`config.mk`:
```
export PLATFORM = sky130hd
export DESIGN_NAME = memory_port_arbiter
export DESIGN_NICKNAME = d
export VERILOG_FILES = /design/src/rtl/core_arbiter_pkg.sv /design/src/rtl/arb_latency_timer.sv /design/src/rtl/memory_port_arbiter.sv
export SDC_FILE = /design/constraint.sdc
export NUM_CORES = 1
export LEC_CHECK = 0
export CORE_UTILIZATION = 25
export DETAILED_ROUTE_END_ITERATION = 7
export SYNTH_ARGS = -nofsm -noshare
export SYNTH_HDL_FRONTEND = slang
export SYNTH_SLANG_ARGS = --single-unit
```
`constraint.sdc`:
```
create_clock -name clk -period 2.67 [get_ports clk]
set_input_delay 0.534 -clock clk [delete_from_list [all_inputs] [get_ports clk]]
set_output_delay 0.534 -clock clk [all_outputs]
set_load 0.02 [all_outputs]
```
`src/rtl/core_arbiter_pkg.sv`:
```
// Shared types and helpers for the fetch/data memory port arbiter.
package core_arbiter_pkg;

  // Arbiter FSM: grants happen only in IDLE, one access in flight otherwise.
  typedef enum logic [1:0] {
    IDLE    = 2'd0,
    BUSY_IF = 2'd1,
    BUSY_D  = 2'd2
  } arb_state_t;

  // Which requester owns the memory port for the current grant.
  typedef enum logic {
    REQ_IF = 1'b0,
    REQ_D  = 1'b1
  } req_id_t;

  // Bits needed to hold the values 0..max_value (never less than 1).
  function automatic int cnt_width(input int max_value);
    return (max_value < 1) ? 1 : $clog2(max_value + 1);
  endfunction

endpackage

```
`src/rtl/arb_latency_timer.sv`:
```
// Load/decrement counter that marks the cycle in which memory read data is valid.
module arb_latency_timer
  import core_arbiter_pkg::*;
#(
  parameter int mem_latency = 1
) (
  input  logic clk,
  input  logic reset,
  input  logic load,
  output logic done
);

  localparam int W = cnt_width(mem_latency);
  localparam logic [W-1:0] LOAD_VALUE = W'(mem_latency);
  localparam logic [W-1:0] LAST_VALUE = W'(1);

  logic [W-1:0] count;

  // Count register: loaded on a grant, then counts down to 0 and stays there.
  // NOTE: sequential state uses non-blocking assignments so every flop samples
  // pre-edge values; blocking here would create order-dependent simulation.
  always_ff @(posedge clk or posedge reset) begin
    if (reset) begin
      count <= '0;
    end else if (load) begin
      count <= LOAD_VALUE;
    end else if (count != '0) begin
      count <= count - 1'b1;
    end
  end

  // Final busy cycle: the count reaches 0 at the end of this cycle, which is
  // exactly mem_latency cycles after the grant.
  assign done = (count == LAST_VALUE);

endmodule

```
`src/rtl/memory_port_arbiter.sv`:
```
// Shares one single-ported memory between instruction fetch and load/store.
// Data has priority unless fetch has waited starve_limit cycles.
module memory_port_arbiter
  import core_arbiter_pkg::*;
#(
  parameter int data_bits           = 32,
  parameter int memory_address_bits = 10,
  parameter int mem_latency         = 1,
  parameter int starve_limit        = 4
) (
  input  logic                           clk,
  input  logic                           reset,
  input  logic                           if_req,
  input  logic [memory_address_bits-1:0] if_addr,
  output logic                           if_gnt,
  output logic                           if_valid,
  output logic [data_bits-1:0]           if_rdata,
  input  logic                           d_req,
  input  logic                           d_we,
  input  logic [memory_address_bits-1:0] d_addr,
  input  logic [data_bits-1:0]           d_wdata,
  output logic                           d_gnt,
  output logic                           d_valid,
  output logic [data_bits-1:0]           d_rdata,
  output logic                           mem_en,
  output logic                           mem_we,
  output logic [memory_address_bits-1:0] mem_addr,
  output logic [data_bits-1:0]           mem_wdata,
  input  logic [data_bits-1:0]           mem_rdata,
  output logic                           busy
);

  localparam int SW = cnt_width(starve_limit);
  localparam logic [SW-1:0] STARVE_MAX = SW'(starve_limit);

  arb_state_t          state;
  arb_state_t          state_next;
  req_id_t             winner;
  logic                grant_ok;
  logic                timer_done;
  logic                d_load_q;
  logic [SW-1:0]       starve_cnt;
  logic [data_bits-1:0] if_rdata_q;
  logic [data_bits-1:0] d_rdata_q;

  arb_latency_timer #(
    .mem_latency(mem_latency)
  ) u_timer (
    .clk  (clk),
    .reset(reset),
    .load (mem_en),
    .done (timer_done)
  );

  // Grant mux, completion pulses and next-state logic.
  // NOTE: every output of this block gets a default first, so no path through
  // the case statement can leave a signal unassigned and infer a latch.
  always_comb begin
    state_next = state;
    if_gnt     = 1'b0;
    d_gnt      = 1'b0;
    if_valid   = 1'b0;
    d_valid    = 1'b0;
    mem_en     = 1'b0;
    mem_we     = 1'b0;
    mem_addr   = '0;
    mem_wdata  = '0;
    winner     = (if_req && (!d_req || starve_cnt == STARVE_MAX)) ? REQ_IF : REQ_D;
    grant_ok   = (state == IDLE) && !reset && (if_req || d_req);

    case (state)
      IDLE: begin
        if (grant_ok) begin
          mem_en = 1'b1;
          if (winner == REQ_IF) begin
            if_gnt     = 1'b1;
            mem_addr   = if_addr;
            state_next = BUSY_IF;
          end else begin
            d_gnt      = 1'b1;
            mem_we     = d_we;
            mem_addr   = d_addr;
            mem_wdata  = d_wdata;
            state_next = BUSY_D;
          end
        end
      end
      BUSY_IF: begin
        if (timer_done) begin
          if_valid   = 1'b1;
          state_next = IDLE;
        end
      end
      BUSY_D: begin
        if (timer_done) begin
          d_valid    = 1'b1;
          state_next = IDLE;
        end
      end
      default: state_next = IDLE;
    endcase
  end

  // FSM state, fetch starvation counter, load flag and read-data holding registers.
  always_ff @(posedge clk or posedge reset) begin
    if (reset) begin
      state      <= IDLE;
      starve_cnt <= '0;
      d_load_q   <= 1'b0;
      if_rdata_q <= '0;
      d_rdata_q  <= '0;
    end else begin
      state <= state_next;
      if (!if_req || if_gnt) begin
        starve_cnt <= '0;
      end else if (starve_cnt != STARVE_MAX) begin
        starve_cnt <= starve_cnt + 1'b1;
      end
      if (d_gnt) begin
        d_load_q <= !d_we;
      end
      if (if_valid) begin
        if_rdata_q <= mem_rdata;
      end
      if (d_valid && d_load_q) begin
        d_rdata_q <= mem_rdata;
      end
    end
  end

  // Read data is presented straight from memory in the valid cycle and held afterwards.
  assign if_rdata = if_valid ? mem_rdata : if_rdata_q;
  assign d_rdata  = (d_valid && d_load_q) ? mem_rdata : d_rdata_q;
  assign busy     = (state != IDLE);

endmodule

```
Yosys cells after proc, flatten, opt, wreduce, memory -nomap -nowiden. Index checks and enable logic that the tools add are counted.

Bits in registers: 71. Input port bits: 89. Output and inout port bits: 113. Word-level logic and storage cells: 60.

Add/subtract/negate cells: 2. Equal/unequal tests: 6. Multiplexer cells: 30. Reductions and logical operators: 16.

Operator list (count): $mux 32 (5); $mux 10 (3); $mux 1 (16); $mux 2 (3); $mux 3 (2); $logic_and 1x1->1 (4); $logic_not 1->1 (4); $pmux 2 s2 (1); $reduce_bool 2->1 (2); $add 3x1->3 const B (1); $eq 3x3->1 const B (1); $logic_or 1x1->1 (3); $ne 3x3->1 const B (1); $eq 2x1->1 const B (1); $eq 2x2->1 const B (1); $logic_not 2->1 (1); $ne 2x1->1 const B (1); $ne 2x2->1 const B (1); $reduce_and 2->1 (1); $reduce_or 2->1 (1); $sub 1x1->1 const B (1).

Depth between registers and ports, before layout. Gate-level depths: netlist of run 1.

Depth in word-level cells: 8. Mapped depth: 7. Depth with buffers taken out: 5.

Cells and area by module. From an unflattened synthesis of run 1, not the netlist that was laid out.

Cells, all modules: 228. Area total of the unflattened synthesis: 3133.0 um2.

Modules (own cells, without submodules): memory_port_arbiter (instances 1, cells an instance 226, area each 3104.2 um2, sequential area each 1751.7 um2); arb_latency_timer (instances 1, cells an instance 2, area each 28.8 um2, sequential area each 25.0 um2).

Worst setup path before layout of run 1. Ideal clock, no wire load.

Kind: reg-to-output. Start point: register state[0]. End point: output d_rdata[14]. Data arrival time: 1.568 ns. Required time: 2.136 ns. Path slack: 0.568 ns. Stages on the path, launching flop included: 7. Buffers on the path: 1. Path through: dfrtp_1 > inv_1 > ha_1 > and2_1 > nand2_2 > buf_2 > mux2_1.

Longest elaborated chain between the ends: 4.

Ends and longest elaborated chain: start, declared (RTL line memory_port_arbiter.sv:36) `arb_state_t state;`; start signal, assigned (RTL line memory_port_arbiter.sv:113) `state <= state_next;`; $eq 2x2->1 (RTL line memory_port_arbiter.sv:71) `case (state)`; $mux 1 (RTL line memory_port_arbiter.sv:71); named net d_valid (RTL line memory_port_arbiter.sv:23) `output logic d_valid,`; $logic_and 1x1->1 (RTL line memory_port_arbiter.sv:133) `assign d_rdata = (d_valid && d_load_q) ? mem_rdata : d_rdata_q;`; $mux 32; end, declared (RTL line memory_port_arbiter.sv:24) `output logic [data_bits-1:0] d_rdata,`.

The timed path passes the listed nets, and every way through them passes these cells.

Final worst setup path of run 1.
Start point: register state[0]. End point: output d_rdata[9].

Longest elaborated chain between the ends: 4.

Ends and longest elaborated chain (RTL line): $eq 2x2->1 (memory_port_arbiter.sv:71); $mux 1 (memory_port_arbiter.sv:71); $logic_and 1x1->1 (memory_port_arbiter.sv:133); $mux 32.

No other way between the ends.

==> summary.txt, run 1 <==
Place
  – Placed cell count: approximately 600
  – Port bufs: 201
  – Hpwl dp: 7.05 mm
  – RePlAce Congestion: 0.815

Power
  – Clock power share: 20.4%
  – Pwr dens: 1060 nW/um2
  – Combinational Power Share: around 50%
  – Reg power frac: 29.6%
  – LEAKAGE: 2.55 nW
  – Sw Pwr: ~0.0022 W
  – Switch share: 37.9%
  – Tot Pwr: 0.00586 W
  – Pint: 0.00364 W
  – VDD IR-drop max: approximately 0.38 mV

Clock network
  – Num CTS Buffers: 9
  – H-tree levels: 3
  – CTS tree: yes
  – Root Buffer: clkbuf_16
  – Clk sinks: 71
  – Hold buffer count at cts: 0
  – Worst skew pair latency: 330 ps
  – Clock-pin slew on the worst setup and hold paths: 50 ps
  – Longest Clk Path Bufs: 2

Layout
  – Share of post-route cells with drive strength above 1: about two fifths
  – Non-filler cells in the finished layout: 627
  – Area Overhead vs Synth: 76.7%
  – Most common cell after layout, fill and taps aside: clkdlybuf4s50_1
  – Antenna diode count: 0
  – Most frequent cells in the layout: 91 x clkdlybuf4s50_1, 71 x dfrtp_1, 60 x mux2_2
  – # nets final: 548

STA
  – Period utilisation layout: 95.7%
  – Final min period: roughly 2600 ps
  – Final hold violation count: 0
  – Max Clk Rate: slightly below 0.4 GHz
  – Worst-Margin Slew: 583 ps
  – RSZ-0062 raised after global routing: no
  – Clk_skew: roughly 6.6 ps
  – # setup viols final: 0
  – Relative slew slack: 61.1%
  – Final Max Tran Viols: 0

Die
  – Num ports: ~200
  – Die height: roughly 110 um
  – Die Span X: 114 um
  – Core box area: 12100 um2
  – Initial core utilization: 25.8%
  – Row count: 40
  – Die ar.: approximately 13000 um2

Routing
  – DR pass1 iterations: 4
  – Antenna-violating nets left: 0
  – Initial drt markers: 42
  – Routed wire length: slightly above 9 mm
  – Via count: 2635
  – Via density: between 4 and 5
  – Drt wl/cell: 14.8 um
  – # DRC: 0

Synthesis
  – Cell Area, Synth: roughly 3100 um2
  – Cell count after synthesis: 227
  – Sequential-to-total area share from yosys stat: 56.8%
  – Synth warnings: 0
  – Flop and latch count out of synthesis: 71
  – Syn_nets: 321
  – Unique masters post-synth: 26
  – Mean post-synth cell area: 13.8 um2

Setup path
  – Kind of cell adding the most delay to the critical path: buffers and inverters
  – Maximum fanout along the worst path: 6
  – Crit end category: primary output
  – Arrival time worst endpoint: about 2000 ps
  – Largest stage delay, worst path: 340 ps
  – CP Launch Type: register
  – Worst Path Required: 2140 ps
  – Worst path bufs/invs: 4
  – Slowest-stage cell, CP: dfrtp_1
  – Setup Crit Path Kind: register to primary output
  – Cell Chain, Critical Path: inv_1 > ha_1 > and2_4 > nand2_4 > buf_12 > buf_4 > mux2_2 > buf_2

Hold path
  – Min-Delay Path Class: register to register

Run
  – MaxCap Viol Count: 0

GRT
  – First-pass GRT wire length: approximately 15 mm
  – Pin count of the biggest net entering global routing: 46
  – Remaining global-route overflow: 0
  – Vias in the first global route: between 2k and 3k
  – Tot GR Track Use: between 10% and 20%
  – Antenna violations before repair: 0

Outcome
  – Status: finished clean
power groups by stage:
stage               logic (W)  registers, W  clock network, W
floorplan             0.00180       0.00170                 0
global placement      0.00340       0.00172                 0
detailed placement    0.00344       0.00175                 0
CTS                   0.00300       0.00173           0.00124
global route          0.00316       0.00178           0.00128
finish                0.00293       0.00173           0.00119
cell families after synthesis:
logic type	count (synthesis)	share of synthesized area, %
compound gates	15	4.20
xor+xnor	1	0.280
fa+ha+maj	5	2.00
buf+inv	20	3.56
flops	71	56.8
mux	66	23.7
simple gates	49	9.48
flip-flops by register name, indices dropped and copies added, names as in the netlist:
register      flops
d_rdata_q        32
if_rdata_q       32
starve_cnt        3
state             2
d_load_q          1
u_timer.done      1
path summary, 6_finish.rpt:
path                           startpoint              to  slack [ps]  cells after the start
setup / recovery                 state[0]      d_rdata[9]         110                      8
min in group asynchronous           reset   starve_cnt[0]         710                      3
setup reg to reg            starve_cnt[0]   starve_cnt[2]        1000                      7
hold reg to reg            if_rdata_q[27]  if_rdata_q[27]         490                      1
hold / removal             if_rdata_q[27]  if_rdata_q[27]         490                      1
max in group asynchronous           reset  if_rdata_q[29]        1460                      3
synthesized netlist by cell type:
| master | count | share of area [%] |
|---|---|---|
| a21oi_2 | 1 | 0.28 |
| a22o_1 | 10 | 2.8 |
| and2_1 | 34 | 6.8 |
| and3_1 | 1 | 0.20 |
| buf_2 | 8 | 1.3 |
| buf_4 | 1 | 0.24 |
| buf_6 | 3 | 1.1 |
| dfrtp_1 | 71 | 57 |
| ha_1 | 5 | 2.0 |
| inv_1 | 8 | 0.96 |
| mux2_1 | 4 | 1.4 |
| mux2_2 | 60 | 22 |
| mux2i_1 | 2 | 0.64 |
| nand2_1 | 4 | 0.48 |
| nand2_2 | 1 | 0.20 |
| nand2b_1 | 1 | 0.20 |
| nand3_1 | 1 | 0.16 |
| nand3b_1 | 1 | 0.24 |
| nor2_1 | 2 | 0.24 |
| nor2b_1 | 1 | 0.20 |
| nor3b_1 | 2 | 0.48 |
| nor4b_1 | 1 | 0.28 |
| o21a_1 | 1 | 0.24 |
| o2bb2ai_1 | 2 | 0.56 |
| o311a_1 | 1 | 0.32 |
| xnor2_1 | 1 | 0.28 |
worst reg2reg max path, delay by kind of cell (launching register included):
kind	cells	cell delay, ps
buffers and inverters	3	370
AND/OR/NAND/NOR	2	470
adder cells (fa/ha/maj)	1	230
flip-flops	1	400
AO/OA/AOI/OAI	1	100
repair_timing:
item,in CTS,in global routing
buffers inserted,5,6
pin swaps,1,1
gates cloned,0,1
endpoints found under the setup margin,110,75
gates resized for setup,165,100
layout make-up:
| class | instances | area, um2 |
|---|---|---|
| clock buffer | 12 | 246 |
| clock inverter | 4 | 53.8 |
| fill | 1177 | 6590 |
| inverter | 8 | 30.0 |
| multi-input combinational | 136 | 1260 |
| sequential | 71 | 1780 |
| tap | 168 | 210 |
| timing repair buffer | 228 | 1950 |
through the flow:
stage	instance area [um2]	worst slack [ps]	util [%]	hold WS, ps	setup TNS [ps]
after floorplan	3130	339	-	509	0
after global placement	5430	-215	44.8	474	-7440
after detailed placement	5430	-280	44.8	481	-10770
after CTS	5630	-62.9	46.5	495	-62.9
after global routing	5530	3.59	45.6	504	0
final	5530	115	45.6	491	0
layer usage:
layer  vias up  wire length (um)  global-route usage (%)
li1       1236                 -                       -
met1      1255              3630                    16.2
met5         -                 0                       0
met4         0               172                    5.19
met3        13               706                    4.73
met2       131              4810                    26.5
Power figures use the tool's default switching activity.
==> run 2: changes to the inputs <==
--- a/config.mk
+++ b/config.mk
@@ -5,8 +5,10 @@
 export SDC_FILE = /design/constraint.sdc
 export NUM_CORES = 1
 export LEC_CHECK = 0
-export CORE_UTILIZATION = 25
+export CORE_MARGIN = 3
+export CORE_UTILIZATION = 36
 export DETAILED_ROUTE_END_ITERATION = 7
+export PLACE_DENSITY = 0.8
 export SYNTH_ARGS = -nofsm -noshare
 export SYNTH_HDL_FRONTEND = slang
 export SYNTH_SLANG_ARGS = --single-unit
==> run 2 against run 1 <==
Compared with the run above:
- hold slack better by 3.3 ps
- clock-buffer cell count down 2
- final cell count down 11%
- register-to-register slack better by 20 ps
==> summary.txt, run 2 (same netlist as run 1, synthesis figures left out) <==
Outcome
  – Status: finished clean

STA
  – Worst-Margin Slew: 457 ps (-126 ps)
  – Setup TNS: 0 ps (unchanged)
  – Period utilisation layout: 96.7% (+0.96 points)
  – Final min period: 2580 ps (+25.7 ps)
  – Final hold violation count: 0 (unchanged)
  – Relative slew slack: 69.5% (+8.4 points)
  – Final Max Tran Viols: 0 (unchanged)
  – Max Clk Rate: 0.387 GHz (-1.0%)
  – Clk_skew: 12.2 ps (+5.57 ps)
  – Worst setup margin: 89.2 ps (-25.7 ps)
  – # setup viols final: 0 (unchanged)

Routing
  – Via density: 4.73 (+13%)
  – Routed wire length: 9.13 mm (-2.0%)
  – Drt wl/cell: 16.3 um (+9.6%)
  – DR pass1 iterations: 4 (unchanged)
  – Initial drt markers: 64 (+52%)
  – # DRC: 0 (unchanged)
  – Antenna-violating nets left: 0 (unchanged)
  – Via count: 2654 (+0.72%)

Clock network
  – Clk sinks: 71 (unchanged)
  – Longest Clk Path Bufs: 2 (unchanged)
  – H-tree levels: 3 (unchanged)
  – Num CTS Buffers: 9 (unchanged)
  – Root Buffer: clkbuf_8
  – Hold buffer count at cts: 0 (unchanged)
  – Clock-pin slew on the worst setup and hold paths: 70 ps (+20 ps)
  – CTS tree: yes
  – Worst skew pair latency: 330 ps (about the same)

Layout
  – Most common cell after layout, fill and taps aside: clkdlybuf4s50_1
  – Post-layout util: 62.9% (+17 points)
  – Most frequent cells in the layout: 91 x clkdlybuf4s50_1, 71 x dfrtp_1, 66 x clkbuf_2
  – Area of the multi-input gates: 1240 um2 (-1.3%)
  – Area Overhead vs Synth: 67.6%
  – Largest regs: d_rdata_q x32, if_rdata_q x32, starve_cnt x3
  – Antenna diode count: 0 (unchanged)
  – Final Cell Area: 5240 um2 (-5.1%)
  – Fill cells: 685 (-42%)
  – Share of post-route cells with drive strength above 1: 37.3% (-1.1 points)
  – Reg area: 1780 um2 (unchanged)
  – # nets final: 546 (-0.36%)

Power
  – VDD IR-drop max: 0.458 mV (+21%)
  – LEAKAGE: 2.49 nW (-2.5%)
  – Pwr dens: 1020 nW/um2 (-3.3%)
  – Tot Pwr: 0.00537 W (-8.3%)

GRT
  – Pin count of the biggest net entering global routing: 37 (-20%)
  – Tot GR Track Use: 18.6% (+3.9 points)
  – Antenna violations before repair: 0 (unchanged)
  – Vias in the first global route: 2849 (-3.4%)
  – First-pass GRT wire length: 14.4 mm (-1.2%)
  – Remaining global-route overflow: 0 (unchanged)

Die
  – Row count: 33 (-18%)
  – Die ar.: 9840 um2 (-24%)
  – Initial core utilization: 37.5% (+12 points)
  – Die height: 99.2 um (-13%)
  – Core box area: 8340 um2 (-31%)
  – Num ports: 202 (unchanged)
  – Die Span X: 99.2 um (-13%)

Setup path
  – Worst Path Required: 2140 ps (about the same)
  – Crit end category: primary output
  – Maximum fanout along the worst path: 16 (+10)
  – R2r endpoint: d_load_q
  – FF-to-FF path depth: 7 (unchanged)
  – Worst flop-to-flop path startpoint: state[1]
  – Slowest-stage cell, CP: mux2_2
  – Largest stage delay, worst path: 360 ps (+20 ps)
  – Setup Crit Path Kind: register to primary output
  – Cell Chain, Critical Path: inv_1 > ha_1 > and2_1 > nand2_2 > buf_12 > mux2_2 > clkdlybuf4s15_1
  – CP Launch Type: register
  – Flop2flop setup slack: 1020 ps (+20 ps)
  – Arrival time worst endpoint: 2050 ps (+30 ps)

Place
  – Placement Setup Slack: -244 ps (+36.0 ps)
  – Port bufs: 201 (unchanged)
  – DP Area: 5400 um2 (-0.67%)
  – RePlAce Congestion: 0.826 (+1.3%)
  – Hpwl dp: 7.32 mm (+3.8%)

Hold path
  – Hold endpoint: if_rdata_q[13]
  – Min-Delay Path Class: register to register
  – Hold_sp: if_rdata_q[13]
  – WHS Path Cells: 1 (unchanged)

Run
  – MaxCap Viol Count: 0 (unchanged)
[run 2: cell count changes in the layout (fill, tap and decap cells not counted), sizes merged, moves of 4 or more]
cell         delta
dlygate4sd2     -6
clkbuf         +13
buf            -12
clkinv          +4
[run 2: worst max-delay path by stage]
| stage | startpoint | to | cells past startpoint |
|---|---|---|---|
| 2_1_floorplan | reset | d_load_q | 1 |
| 3_3_place_gp | reset | mem_wdata[30] | 6 |
| 3_5_place_dp | reset | mem_wdata[21] | 6 |
| 4_1_cts | state[0] | d_rdata[31] | 7 |
| 5_1_grt | state[0] | d_rdata[18] | 7 |
| 6_report | state[0] | d_rdata[18] | 7 |
[run 2: metal layers]
metal | track usage (%) | vias up | share of wire [%] | wire length [um]
li1 | - | 1227 | - | -
met5 | 0 | - | 0 | 0
met3 | 5.05 | 9 | 7.9 | 719
met2 | 34.6 | 131 | 54 | 4930
met1 | 20.3 | 1287 | 37 | 3350
met4 | 6.30 | 0 | 1.4 | 125
[run 2: final cells by class]
cell class | count | share of cell area (%)
Inverter | 8 | 0.573
Clock inverter | 5 | 0.668
Tap cell | 105 | 2.51
Timing Repair Buffer | 226 | 36.1
Sequential cell | 71 | 33.9
Multi-Input combinational cell | 136 | 23.7
Clock buffer | 10 | 2.62
[run 2: stage by stage]
| stage | instances | hold WS, ps |
|---|---|---|
| floorplan | 227 | 509 |
| global placement | 540 | 472 |
| detailed placement | 540 | 483 |
| CTS | 555 | 496 |
| global route | 561 | 505 |
| finish | 561 | 494 |
[run 2: critical path, delay by kind of cell, from the launching register on]
kind                       cells  cell delay, ps
adders and majority gates      1             190
buffers and inverters          3             540
DFF                            1             350
muxes                          1             360
and+or+nand+nor                2             290
[run 2: timing repair]
item / 4_1_cts / 5_1_grt
buffers inserted: 0 / 6
endpoints found under the setup margin: 109 / 76
pin swaps: 0 / 0
gates resized for setup: 113 / 139
[run 2: power by group]
| part | switching [W] | total [W] | internal [W] |
|---|---|---|---|
| Combinational | 0.00163 | 0.00290 | 0.00127 |
| Sequential | 0.000132 | 0.00173 | 0.00160 |
| Clock | 0.000392 | 0.000749 | 0.000357 |
